## config.mk

```make
export PLATFORM = sky130hd
export DESIGN_NAME = booth_result_tx
export DESIGN_NICKNAME = d
export VERILOG_FILES = /design/src/rtl/booth_pkg.sv /design/src/rtl/uart_tx_byte.sv /design/src/rtl/booth_result_tx.sv
export SDC_FILE = /design/constraint.sdc
export NUM_CORES = 1
export LEC_CHECK = 0
export CAP_MARGIN = 20
export CORE_UTILIZATION = 45
export DETAILED_ROUTE_END_ITERATION = 10
export GPL_TIMING_DRIVEN = 0
export PLACE_DENSITY_LB_ADDON = 0.08
export SKIP_CTS_REPAIR_TIMING = 1
export SLEW_MARGIN = 10
export SYNTH_ARGS = -nofsm -noshare
export SYNTH_HDL_FRONTEND = slang
export SYNTH_SLANG_ARGS = --single-unit
export TNS_END_PERCENT = 1
```

## constraint.sdc

```tcl
create_clock -name clk -period 5.5 [get_ports clk]
set_input_delay 1.1 -clock clk [delete_from_list [all_inputs] [get_ports clk]]
set_output_delay 1.1 -clock clk [all_outputs]
set_load 0.01 [all_outputs]
```

## src/rtl/booth_pkg.sv

```systemverilog
// Shared types and ASCII helpers for the Booth multiplier result path.
// Latency: n/a (declarations only).
// Backpressure: n/a.
package booth_pkg;

    typedef enum logic [1:0] {
        IDLE  = 2'd0,
        START = 2'd1,
        DATA  = 2'd2,
        STOP  = 2'd3
    } state_t;

    localparam logic [7:0] ASCII_CR = 8'h0D;
    localparam logic [7:0] ASCII_LF = 8'h0A;
    localparam logic [7:0] ASCII_0  = 8'h30;
    localparam logic [7:0] ASCII_A  = 8'h41;

    // Uppercase hex digit for one nibble.
    function automatic logic [7:0] nib2hex(input logic [3:0] nib);
        if (nib < 4'd10)
            return ASCII_0 + {4'h0, nib};
        else
            return ASCII_A + {4'h0, nib} - 8'd10;
    endfunction

endpackage

```

## src/rtl/uart_tx_byte.sv

```systemverilog
// UART 8N1 single-byte serialiser, LSB first, CLKS_PER_BIT cycles per bit.
// Latency: line drops on the start edge; a frame is 10*CLKS_PER_BIT cycles.
// Backpressure: start is honoured only when idle or in the final stop-bit cycle (done high).
module uart_tx_byte
    import booth_pkg::*;
#(
    parameter int CLKS_PER_BIT = 5208
) (
    input  logic       clk,
    input  logic       rst_n,
    input  logic       start,
    input  logic [7:0] data,
    output logic       busy,
    output logic       done,
    output logic       tx_serial
);

    localparam int CNT_W = $clog2(CLKS_PER_BIT);
    localparam logic [CNT_W-1:0] CNT_LAST = CNT_W'(CLKS_PER_BIT - 1);

    state_t           state;
    logic [CNT_W-1:0] clk_cnt;
    logic [2:0]       bit_cnt;
    logic [7:0]       shreg;
    logic             bit_end;

    assign bit_end = (clk_cnt == CNT_LAST);
    assign busy    = (state != IDLE);
    // High during the last cycle of the stop bit so a follow-on byte can start with no gap.
    assign done    = (state == STOP) && bit_end;

    always_ff @(posedge clk or negedge rst_n) begin
        if (!rst_n) begin
            state     <= IDLE;
            clk_cnt   <= '0;
            bit_cnt   <= 3'd0;
            shreg     <= 8'h00;
            tx_serial <= 1'b1;
        end else begin
            case (state)
                IDLE: begin
                    clk_cnt <= '0;
                    bit_cnt <= 3'd0;
                    if (start) begin
                        state     <= START;
                        shreg     <= data;
                        tx_serial <= 1'b0;
                    end
                end
                START: begin
                    if (bit_end) begin
                        clk_cnt   <= '0;
                        bit_cnt   <= 3'd0;
                        state     <= DATA;
                        tx_serial <= shreg[0];
                    end else begin
                        clk_cnt <= clk_cnt + CNT_W'(1);
                    end
                end
                DATA: begin
                    if (bit_end) begin
                        clk_cnt <= '0;
                        if (bit_cnt == 3'd7) begin
                            state     <= STOP;
                            tx_serial <= 1'b1;
                        end else begin
                            bit_cnt   <= bit_cnt + 3'd1;
                            shreg     <= {1'b0, shreg[7:1]};
                            tx_serial <= shreg[1];
                        end
                    end else begin
                        clk_cnt <= clk_cnt + CNT_W'(1);
                    end
                end
                STOP: begin
                    if (bit_end) begin
                        clk_cnt <= '0;
                        if (start) begin
                            state     <= START;
                            shreg     <= data;
                            tx_serial <= 1'b0;
                        end else begin
                            state     <= IDLE;
                        end
                    end else begin
                        clk_cnt <= clk_cnt + CNT_W'(1);
                    end
                end
                default: begin
                    state     <= IDLE;
                    tx_serial <= 1'b1;
                end
            endcase
        end
    end

endmodule

```

## src/rtl/booth_result_tx.sv

```systemverilog
// Sends each new Booth product over UART as "HH\r\n" (or one raw byte).
// Latency: trigger to tx_done = 40*CLKS_PER_BIT (ASCII) or 10*CLKS_PER_BIT (raw).
// Backpressure: none upstream; a trigger while busy is dropped and flags sticky overrun.
module booth_result_tx
    import booth_pkg::*;
#(
    parameter int CLKS_PER_BIT = 5208,
    parameter int ASCII_MODE   = 1
) (
    input  logic       clk,
    input  logic       rst_n,
    input  logic [7:0] product_in,
    input  logic       product_dv,
    output logic       tx_serial,
    output logic       tx_active,
    output logic       tx_done,
    output logic       overrun
);

    logic       dv_q;
    logic [7:0] prod_q;
    logic [1:0] char_idx;
    logic       trig;
    logic       idle;
    logic       accept;
    logic       last_char;
    logic       byte_start;
    logic [7:0] byte_data;
    logic       byte_busy;
    logic       byte_done;

    function automatic logic [7:0] char_at(input logic [7:0] prod, input logic [1:0] idx);
        case (idx)
            2'd0:    return (ASCII_MODE != 0) ? nib2hex(prod[7:4]) : prod;
            2'd1:    return nib2hex(prod[3:0]);
            2'd2:    return ASCII_CR;
            default: return ASCII_LF;
        endcase
    endfunction

    assign trig      = product_dv && !dv_q;
    assign idle      = !tx_active && !byte_busy;
    assign accept    = trig && idle;
    assign last_char = (ASCII_MODE == 0) || (char_idx == 2'd3);

    // The first character comes straight from product_in so the start bit begins on the trigger edge.
    assign byte_start = accept || (tx_active && byte_done && !last_char);
    assign byte_data  = accept ? char_at(product_in, 2'd0) : char_at(prod_q, char_idx + 2'd1);

    always_ff @(posedge clk or negedge rst_n) begin
        if (!rst_n) begin
            dv_q      <= 1'b1;
            prod_q    <= 8'h00;
            char_idx  <= 2'd0;
            tx_active <= 1'b0;
            tx_done   <= 1'b0;
            overrun   <= 1'b0;
        end else begin
            dv_q    <= product_dv;
            tx_done <= 1'b0;
            if (trig && !idle)
                overrun <= 1'b1;
            if (accept) begin
                prod_q    <= product_in;
                char_idx  <= 2'd0;
                tx_active <= 1'b1;
            end else if (tx_active && byte_done) begin
                if (last_char) begin
                    tx_active <= 1'b0;
                    char_idx  <= 2'd0;
                    tx_done   <= 1'b1;
                end else begin
                    char_idx <= char_idx + 2'd1;
                end
            end
        end
    end

    uart_tx_byte #(
        .CLKS_PER_BIT(CLKS_PER_BIT)
    ) u_uart_tx_byte (
        .clk       (clk),
        .rst_n     (rst_n),
        .start     (byte_start),
        .data      (byte_data),
        .busy      (byte_busy),
        .done      (byte_done),
        .tx_serial (tx_serial)
    );

endmodule

```

==> results.cfg <==
[worst_setup_path]
cp_data_arrival_time_ns = 2.90
crit_chain = clkdlybuf4s50_1 > or3b_4 > a2111oi_4 > o21ai_2 > o41a_1
r2r_cells = 6
path_max_fanout = 5
cp.required_ns = 5.67
regToRegSetupSlack_ns = 3.17
worstSetupStartpointType = input pin
rr_startpoint = u_uart_tx_byte.state[0]
cp_slowest_stage_delay_ns = 0.54
crit_buf_inv = 1
end_kind = flop
cp_top_family = compound AO/OA/AOI/OAI gates
worst_path_max_delay_cell = clkdlybuf4s50_1
r2r-end = prod_q[5]
critPathKind = in2reg

[clock_tree]
path_clk_slew_ns = 0.07
htree_num_levels = 2
cts.sink_count = 40
cts_tree = built
clk_latency_ns = 0.30
cts_root_buffer = clkbuf_8
cts_buffers = 5
cts_max_path_buffers = 2

[global_routing]
grt_pass1_vias = 1878
antenna_found_initial = 0
grt_pass1_wl_mm = 8.53
grt_start_max_net_pins = 31
grt_use_total = 0.201
grt_overflow_total = 0

[timing]
worst_slack_ns = 2.77
finalMaxSlewViolations = 0
finalClockSkew_ns = 0.0100
period_share = 0.496
fin_crit_ns = 2.73
tightest_slew_ns = 0.458
rsz0062_at_grt = false
hold_viol = 0
setup_viol = 0
setup_tns_ns = 0
slew_headroom = 0.695
fmax_mhz = 366

[pwr]
ir_drop_v = 0.000109
power.leakage_nw = 1.25
power.density_nw_per_um2 = 187
p_total_w = 0.000520

[logic_synthesis]
yosysSeqAreaShare = 0.409
synthArstFlopShare = 1.00
ys.flop_type = dfrtp_1
synth_area_leader_cell = dfrtp_1
yosysWarningCount = 0
synth_area_per_cell_um2 = 9.19
ys_types = 52
synth_area_leaders = dfrtp_1, ha_1, nand2_1, o21ai_0, nor2_1
netlist_instances = 267
syn_area_um2 = 2450
synth_top_area_frac = 0.388
ys_ff_latch = 40
syn-num-nets = 294
synth_edf_count = 0

[cells_and_area]
n_antenna_cell = 0
fillers = 492
layout_common_cells = dfrtp_1, nand2_1, nor2_1, o21ai_0, inv_1
stdcell_area_um2 = 2790
drive_above_1_share = 0.0931
area_growth_pct = 13.7
fin_util = 0.539
final_common_cell = dfrtp_1
fin_nets = 316

[detailed_routing]
dr.first_iter.drc_count = 89
routed_wl_mm = 4.95
ant_nets = 0
vias = 1941
wl_per_cell_um = 13.7
firstDrtPassIters = 4
via_per_inst = 5.39
drc = 0

[floorplanning]
fp.dieH_um = 75.8
ios = 15
coreArea_um2 = 5170
start_util = 0.474
dieArea_um2 = 5750
fp.dieW_um = 75.8
rows = 26

[placed_design]
place_area_um2 = 2700
port_buffers = 14
gp_congestion = 0.826
dp.final_hpwl_mm = 3.68
pre_cts_slack_ns = 2.46

[hold_path]
hold_path_end = overrun
hold_start = overrun
holdPathStages = 1
hp-class = reg2reg

[flow_run]
max_cap_viol_count = 0

[run_status]
status = finished clean
## report_power, final
part / internal (W) / switching [W] / total (W) / leakage, nW
Clock: 0.000100 / 0.000104 / 0.000204 / 0.0510
Sequential: 0.000295 / 0.000000396 / 0.000295 / 0.485
Combinational: 0.0000101 / 0.0000113 / 0.0000214 / 0.719
## metal layers
metal / wire length [um] / GRT usage / vias to the layer above
li1: - / - / 998
met1: 2360 / 0.247 / 915
met2: 2430 / 0.352 / 24
met3: 129 / 0.0370 / 4
met4: 30 / 0.0700 / 0
met5: 0 / 0 / -
## synth_stat cells, types with 4 or more instances
cell type / instances
a21oi_1: 14
clkbuf_1: 7
xnor2_1: 8
inv_1: 20
nor2_1: 21
xor2_1: 5
ha_1: 16
o21ai_0: 21
nand2_1: 33
dfrtp_1: 38
nor2b_1: 6
nand3_1: 11
o31ai_1: 4
## sequential cells by signal, summed over array words and instances (netlist names), 2 cells and up
register	cells
u_uart_tx_byte.state	2
u_uart_tx_byte.shreg	7
u_uart_tx_byte.bit_cnt	3
u_uart_tx_byte.clk_cnt	13
char_idx	2
prod_q	8
## stage by stage
step	hold slack, ns	instances
6_report	0.483	360
5_1_grt	0.519	360
4_1_cts	0.496	360
3_5_place_dp	0.476	352
3_3_place_gp	0.455	351
2_1_floorplan	0.448	267
## cell type report
| type | count | area (um^2) | area share |
|---|---|---|---|
| Multi-Input combinational cell | 197 | 1330 | 0.476 |
| Inverter | 20 | 75.1 | 0.0269 |
| Timing Repair Buffer | 15 | 155 | 0.0556 |
| Buffer | 10 | 46.3 | 0.0166 |
| Sequential cell | 40 | 1000 | 0.360 |
| Clock buffer | 6 | 82.6 | 0.0296 |
| Tap cell | 70 | 87.6 | 0.0314 |
| Clock inverter | 2 | 10.0 | 0.00359 |
## worst max path at each step
stage | end | startpoint | depth (start not counted)
after detailed placement | u_uart_tx_byte.state[0] | product_dv | 5
final | u_uart_tx_byte.state[0] | product_dv | 5
after global routing | prod_q[3] | product_dv | 5
after CTS | u_uart_tx_byte.state[0] | product_dv | 5
after global placement | u_uart_tx_byte.shreg[4] | rst_n | 1
after floorplan | u_uart_tx_byte.state[0] | product_dv | 4
## kinds of logic after synthesis
group / count (synthesis) / synth area share
and+or+nand+nor: 98 / 0.210
AOI/OAI and AO/OA: 66 / 0.186
DFF: 40 / 0.409
buffers and inverters: 30 / 0.0495
adders and majority gates: 16 / 0.0816
xor gates and xnor gates: 13 / 0.0464
muxes: 4 / 0.0173
Power figures use the tool's default switching activity.
